==> src/rtl/pipe_stage_skid_reg.sv <==
// pipe_stage_skid_reg: pipeline stage register with a 2-entry skid buffer, valid/ready handshake, flush and halt.
// Optional statistics counters are enabled by defining PIPE_STAGE_STATS_EN. Revision 1.0.
`default_nettype none

module pipe_stage_skid_reg #(
  parameter int DATA_W     = 128,
  parameter int CLEAR_DATA = 1,
  parameter int STAT_W     = 16
) (
  input  logic              clk,
  input  logic              rst_n,
  input  logic              flush,
  input  logic              hlt,
  input  logic              in_valid,
  output logic              in_ready,
  input  logic [DATA_W-1:0] in_data,
  output logic              out_valid,
  input  logic              out_ready,
  output logic [DATA_W-1:0] out_data
`ifdef PIPE_STAGE_STATS_EN
  ,
  input  logic              stat_clr,
  output logic [STAT_W-1:0] stall_cnt,
  output logic [STAT_W-1:0] bubble_cnt
`endif
);

  localparam logic [1:0] EMPTY = 2'd0;
  localparam logic [1:0] ONE   = 2'd1;
  localparam logic [1:0] FULL  = 2'd2;

  logic [1:0]        state;
  logic [1:0]        state_nxt;
  logic              m_v;
  logic              s_v;
  logic              acc;
  logic              take;
  logic [DATA_W-1:0] m_d;
  logic [DATA_W-1:0] s_d;

  if (DATA_W < 1 || STAT_W < 1) begin : g_param_check
    $error("pipe_stage_skid_reg: DATA_W and STAT_W must be positive");
  end

  always_ff @(posedge clk or negedge rst_n) begin
    if (!rst_n) state <= EMPTY;
    else        state <= state_nxt;
  end

  always_comb begin
    state_nxt = state;
    if (flush) begin
      state_nxt = EMPTY;
    end else begin
      case (state)
        EMPTY:   if (acc) state_nxt = ONE;
        ONE: begin
          if (acc && !take)      state_nxt = FULL;
          else if (!acc && take) state_nxt = EMPTY;
        end
        FULL:    if (take) state_nxt = ONE;
        default: state_nxt = EMPTY;
      endcase
    end
  end

  // in_ready depends only on registered state and hlt, never on out_ready
  always_comb begin
    m_v       = (state != EMPTY);
    s_v       = (state == FULL);
    in_ready  = ~s_v & ~hlt;
    out_valid = m_v & ~hlt;
  end

  assign acc      = in_valid & in_ready & ~flush;
  assign take     = out_valid & out_ready;
  assign out_data = m_d;

  always_ff @(posedge clk or negedge rst_n) begin
    if (!rst_n) begin
      m_d <= '0;
      s_d <= '0;
    end else if (flush) begin
      if (CLEAR_DATA != 0) begin
        m_d <= '0;
        s_d <= '0;
      end
    end else begin
      case (state)
        EMPTY: if (acc) m_d <= in_data;
        ONE: begin
          if (acc && take)  m_d <= in_data;
          if (acc && !take) s_d <= in_data;
        end
        FULL:    if (take) m_d <= s_d;
        default: ;
      endcase
    end
  end

`ifdef PIPE_STAGE_STATS_EN
  localparam logic [STAT_W-1:0] STAT_ONE = {{(STAT_W-1){1'b0}}, 1'b1};

  // Saturating counters; clear takes precedence over a same-cycle increment
  always_ff @(posedge clk or negedge rst_n) begin
    if (!rst_n) begin
      stall_cnt  <= '0;
      bubble_cnt <= '0;
    end else if (stat_clr) begin
      stall_cnt  <= '0;
      bubble_cnt <= '0;
    end else begin
      if (out_valid && !out_ready && stall_cnt != '1) stall_cnt <= stall_cnt + STAT_ONE;
      if (!m_v && !hlt && bubble_cnt != '1)           bubble_cnt <= bubble_cnt + STAT_ONE;
    end
  end
`endif

endmodule

`default_nettype wire

==> config.mk <==
export PLATFORM = sky130hd
export DESIGN_NAME = pipe_stage_skid_reg
export DESIGN_NICKNAME = d
export VERILOG_FILES = /design/src/rtl/pipe_stage_skid_reg.sv
export SDC_FILE = /design/constraint.sdc
export NUM_CORES = 1
export LEC_CHECK = 0
export BUFFER_PORTS_ARGS = -buffer_cell sky130_fd_sc_hd__buf_2
export CORE_ASPECT_RATIO = 0.7
export CORE_MARGIN = 3
export CORE_UTILIZATION = 55
export CTS_BUF_LIST = sky130_fd_sc_hd__clkbuf_4
export CTS_CLUSTER_DIAMETER = 60
export DETAILED_ROUTE_END_ITERATION = 6
export PLACE_DENSITY = 0.79
export SLEW_MARGIN = 20
export SYNTH_ARGS = -nofsm -noshare
export SYNTH_HDL_FRONTEND = slang
export SYNTH_SLANG_ARGS = --single-unit
==> constraint.sdc <==
create_clock -name clk -period 2 [get_ports clk]
set_input_delay 0.3 -clock clk [delete_from_list [all_inputs] [get_ports clk]]
set_output_delay 0.3 -clock clk [all_outputs]
set_load 0.02 [all_outputs]
==> flow_summary.ini, run 1 <==
[clock_network]
cts.sinks = 258
htree_levels = 3
clk_path_buf_depth = 3
cts_root_buf = clkbuf_4
worstSkewPairLatency_ps = 690
cts_tree = yes
cts_buffers = 67
clk_pin_slew_ps = 60

[detailed_routing]
drcViolationCount = 0
drtPass1Iterations = 4
vias_per_cell = 5.66
drt-initial-drc-count = 764
postRouteAntennaNets = 0
vias = 11594
finalWirelength_um = 37600
wl_per_cell_um = 18.3

[die]
die_area_mm2 = 0.0275
die_h_um = 140
die_w_um = 197
boundaryPins = 264
start_util_pct = 56.5
rows = 48
core_area_mm2 = 0.0249

[placed_design]
dpl.hpwl_um = 22000
dp.cells = 1803
dpl_cell_area_mm2 = 0.0156
portBuffers = 263
gp_congestion = 0.787

[power]
p_per_area_mw_per_mm2 = 675
pwr-share-seq_pct = 45.5
p_switching_mw = 3.37
p_leak_nw = 10.0
swShare_pct = 28.0
ir_drop_mv = 0.600
internal-power_mw = 8.67
p_clk_share_pct = 38.7
p_comb_share_pct = 15.8

[logic_synthesis]
synth_edf_count = 0
synth_common_cells = dfrtp_1, nand2_1, nor2b_1
syn_inst = 1317
netlist.top_cell.by_area = dfrtp_1
synthFlopType = dfrtp_1
synth.area.top_cells = dfrtp_1, o41ai_2, mux2i_1
synth_cell_types = 28
synth_seq_cells = 258
yosysTopAreaCellShare_pct = 46.0
syn-num-nets = 1451
synth.yosys.seq_area_share_pct = 46.0
synthesis.area_mm2 = 0.0140
async_flop_share_pct = 100
syn_avg_cell_area_um2 = 10.7
yosys_warnings = 0

[min_path]
min_to = state[0]$_DFFE_PN0P_
worstHoldStart = hlt
hp-class = input pin to flop
whs_path_depth = 4

[setup_path]
start_kind = flop
crit_fanout = 2
worst-setup-path-type = flop to primary output
reg2regPathDepth = 7
end_kind = primary output
cp.arrival_ps = 1640
required_ps = 1700
r2r-start = state[0]$_DFFE_PN0P_
ff2ff_setup_slack_ps = 180
rr_endpoint = out_data[116]$_DFFE_PN0P_

[finish]
nFillCells = 1780
final_cells = 2050
stdcell_area_mm2 = 0.0178
drive_gt1_share_pct = 31.6
syn2layout_area_growth_pct = 27.0
final_util_pct = 71.7
final_nets = 1817

[global_route]
grt_pass1_wl_um = 61200
track_usage_pct = 26.9
grt_antenna_before_repair = 1
grt_max_degree = 177
grt_pass1_vias = 12160
grt_overflow_total = 0

[sta]
worstMarginPinSlew_ps = 821
setup_viol = 0
hold_violations = 0
slew_viol_final = 0
min_period_ps = 1940
slew_headroom_pct = 45.3
fin_skew_ps = 35.9
post-route-period-util_pct = 96.8
rsz0062_at_grt = true
max_freq_ghz = 0.517

[status]
status = completed

[run]
cap_violations = 0
## cell usage in the layout, fill, tap and decap left out, types with 44 or more instances in the layout
| cell type | count |
|---|---|
| buf_2 | 259 |
| nand2_1 | 258 |
| dfrtp_1 | 256 |
| dlygate4sd3_1 | 131 |
| mux2i_1 | 128 |
| nor2b_1 | 128 |
| nand3b_1 | 128 |
| o41ai_2 | 122 |
| clkbuf_4 | 99 |
| o21ai_1 | 84 |
| o21ai_0 | 44 |
## per-layer routing
| layer | vias up | GRT usage [%] | part of all wire, % |
|---|---|---|---|
| met4 | 2 | 9.93 | 2.5 |
| met1 | 5693 | 36.3 | 44 |
| met5 | - | 0 | 0.035 |
| met3 | 87 | 6.68 | 6.7 |
| li1 | 5424 | - | - |
| met2 | 388 | 42.4 | 47 |
## cells by family (layout without fill, tap and decap cells)
family | after synthesis | count (layout) | share of synthesized area, %
AO/OA/AOI/OAI | 262 | 262 | 19.5
buffers and inverters | 144 | 549 | 5.50
other | 0 | 3 | 0
flip-flops | 258 | 258 | 46.0
multiplexers | 128 | 128 | 9.12
AND/OR/NAND/NOR | 525 | 525 | 19.9
## registers in the layout (all words and copies together), names as in the netlist
signal,flops
state,2
out_data,128
s_d,128
## worst max-delay path, cell delays in order, from the launching register on
cell and delay, ps:
dfrtp_2 410, nand2b_4 170, buf_16 130, nor2b_4 120, buf_6 150
## power by group through the flow
stage	Sequential, mW	Combinational (mW)	Clock [mW]
6_report	5.47	1.90	4.66
5_1_grt	5.49	2.04	5.07
4_1_cts	5.47	1.89	4.79
3_5_place_dp	5.57	1.67	0
3_3_place_gp	5.57	1.63	0
2_1_floorplan	5.73	0.859	0
## how the worst max path moves through the flow
stage | cells after the start | end | startpoint | slack (ps)
2_1_floorplan | 5 | in_ready | state[0]$_DFFE_PN0P_ | 420
4_1_cts | 4 | in_ready | state[0]$_DFFE_PN0P_ | -10
3_5_place_dp | 6 | out_data[6]$_DFFE_PN0P_ | state[0]$_DFFE_PN0P_ | 210
3_3_place_gp | 6 | out_data[116]$_DFFE_PN0P_ | state[0]$_DFFE_PN0P_ | 270
6_report | 4 | in_ready | state[0]$_DFFE_PN0P_ | 60
5_1_grt | 4 | in_ready | state[0]$_DFFE_PN0P_ | -30
## what timing repair did
item | 4_1_cts | 5_1_grt
gates resized for setup | 3 | 5
pin swaps | 0 | 0
gates cloned | 1 | 0
endpoints found under the setup margin | 2 | 2
hold buffers | 131 | 0
setup buffers | 3 | 1
hold endpoints to repair | 354 | 0
## metrics by stage
step	setup slack [ps]	total power [mW]	setup TNS (ps)	hold slack, ps
after floorplan	420	6.59	0	4.41
after global placement	266	7.20	0	305
after detailed placement	208	7.24	0	311
after CTS	-12.5	12.2	-12.5	50.2
after global routing	-31.7	12.6	-31.7	66.5
final	64.7	12.0	0	123
## cell type report
class                   count  area (µm²)  area share (%)
diodes                      3        7.51          0.0421
clock buffers              99         743            4.17
clock inverters             9        87.6           0.491
inverters                   1        3.75          0.0210
multi-input cells         915        6850            38.4
flip-flops and latches    258        6460            36.2
well taps                 325         407            2.28
repair buffers            440        3280            18.4
Power figures use the tool's default switching activity.
==> run 2: changes to the inputs <==
--- a/config.mk
+++ b/config.mk
@@ -5,14 +5,13 @@
 export SDC_FILE = /design/constraint.sdc
 export NUM_CORES = 1
 export LEC_CHECK = 0
-export BUFFER_PORTS_ARGS = -buffer_cell sky130_fd_sc_hd__buf_2
 export CORE_ASPECT_RATIO = 0.7
 export CORE_MARGIN = 3
-export CORE_UTILIZATION = 55
+export CORE_UTILIZATION = 44
 export CTS_BUF_LIST = sky130_fd_sc_hd__clkbuf_4
 export CTS_CLUSTER_DIAMETER = 60
 export DETAILED_ROUTE_END_ITERATION = 6
-export PLACE_DENSITY = 0.79
+export DONT_BUFFER_PORTS = 1
 export SLEW_MARGIN = 20
 export SYNTH_ARGS = -nofsm -noshare
 export SYNTH_HDL_FRONTEND = slang
==> flow_summary.ini, run 2 (synthesized netlist as in run 1, its figures left out) <==
[setup_path]
worst-setup-path-type = flop to primary output
crit_fanout = 2
required_ps = 1700
cp.arrival_ps = 1620
ff2ff_setup_slack_ps = 110
end_kind = primary output
r2r-start = state[1]$_DFFE_PN0P_
slowest_delay_ps = 400
crit_chain = nand2b_4 -> buf_12 -> nor2b_4 -> buf_6
reg2regPathDepth = 7
start_kind = flop
rr_endpoint = state[0]$_DFFE_PN0P_
crit_slowest_cell = dfrtp_2

[global_route]
grt_max_degree = 388
track_usage_pct = 21.1
grt_overflow_total = 0
grt_pass1_wl_um = 58600
grt_antenna_before_repair = 2
grt_pass1_vias = 10563

[clock_network]
htree_levels = 3
cts_tree = yes
cts_root_buf = clkbuf_4
cts_buffers = 71
cts.sinks = 258
hold_buffers = 130
clk_path_buf_depth = 3
clk_pin_slew_ps = 60
worstSkewPairLatency_ps = 720

[sta]
finalHoldWorstSlack_ps = -715
max_freq_ghz = 0.521
slew_headroom_pct = 21.3
rsz0062_at_grt = true
min_period_ps = 1920
setup_viol = 0
slew_viol_final = 0
worstMarginPinSlew_ps = 1180
post-route-period-util_pct = 95.9
fin_setup_tns_ps = 0
fin_skew_ps = 39.1
hold_violations = 438

[die]
die_area_mm2 = 0.0341
start_util_pct = 44.9
core_area_mm2 = 0.0313
boundaryPins = 264
rows = 54
die_h_um = 155
die_w_um = 220

[run]
cap_violations = 0

[finish]
final_cells = 1874
drive_gt1_share_pct = 18.7
final_nets = 1542
final_common_cell = nand2_1
final_util_pct = 52.8
stdcell_area_mm2 = 0.0165
syn2layout_area_growth_pct = 17.7
layout_common_cells = nand2_1, dfrtp_1, dlygate4sd3_1

[detailed_routing]
vias = 10248
drtPass1Iterations = 4
dr_wl_met3_um = 2490
finalWirelength_um = 35800
top_layer = met4
drcViolationCount = 0
wl_met1_um = 16300
wl_met2_um = 16100
drt-initial-drc-count = 705
vias_per_cell = 5.47
wl_per_cell_um = 19.1
postRouteAntennaNets = 0

[placed_design]
dpl_cell_area_mm2 = 0.0142
gp_congestion = 0.733
portBuffers = 0
dpl.hpwl_um = 19700
dp.cells = 1619

[power]
p_leak_nw = 8.74
p_total_mw = 11.6
p_per_area_mw_per_mm2 = 703
ir_drop_mv = 0.480

[min_path]
hp-class = input pin to async pin

[status]
violations = hold timing
status = complete, but fails checks
==> run 2: cell count changes in the layout (fill, tap and decap cells not counted), moves of 2 or more <==
cell,delta
clkinv_1,+4
buf_6,+2
buf_4,-18
clkbuf_4,+4
buf_8,-3
buf_2,-259
==> run 2: worst max path at each step <==
| stage | start | endpoint | slack (ps) |
|---|---|---|---|
| final | state[0]$_DFFE_PN0P_ | in_ready | 80 |
| after global placement | state[0]$_DFFE_PN0P_ | out_data[22]$_DFFE_PN0P_ | 270 |
| after detailed placement | state[0]$_DFFE_PN0P_ | out_data[28]$_DFFE_PN0P_ | 220 |
| after CTS | state[0]$_DFFE_PN0P_ | in_ready | -60 |
| after floorplan | state[0]$_DFFE_PN0P_ | in_ready | 420 |
| after global routing | state[0]$_DFFE_PN0P_ | in_ready | -40 |
==> run 2: area by class of cell <==
type	count	area, µm²
clock inverter	14	109
clock buffer	103	773
timing repair buffer	161	1810
antenna	2	5.00
fill	2764	14800
tap	420	526
sequential	258	6460
multi-input combinational	915	6850
inverter	1	3.75
==> run 2: report_power, final <==
| part | switching (mW) | internal (mW) |
|---|---|---|
| clock | 2.26 | 2.60 |
| combinational | 0.484 | 0.575 |
| sequential | 0.309 | 5.38 |
| total | 3.05 | 8.56 |
==> run 2: per-stage QoR <==
stage / setup slack, ps / hold WS (ps)
3_3_place_gp: 266 / 10.2
3_5_place_dp: 220 / 12.4
5_1_grt: -40.2 / -812
4_1_cts: -55.2 / -813
2_1_floorplan: 420 / 4.41
6_report: 81.2 / -715
==> run 2: per-layer routing <==
| layer | up-vias | global-route usage (%) |
|---|---|---|
| met5 | - | 0 |
| met4 | 0 | 6.78 |
| met3 | 63 | 6.64 |
| met2 | 258 | 31.8 |
| met1 | 5056 | 29.0 |
| li1 | 4871 | - |
==> run 2: critical path, delay by kind of cell (launching register included) <==
family        cells  cell delay (ps)
flops             1              400
buf+inv           2              250
simple gates      2              280
==> run 2: timing repair <==
action                                 in CTS  in global routing
setup endpoints to repair                   2                 14
setup buffers                               5                  0
gates resized for setup                     3                  4
endpoints found under the hold margin     516                515
gates cloned                                1                  0
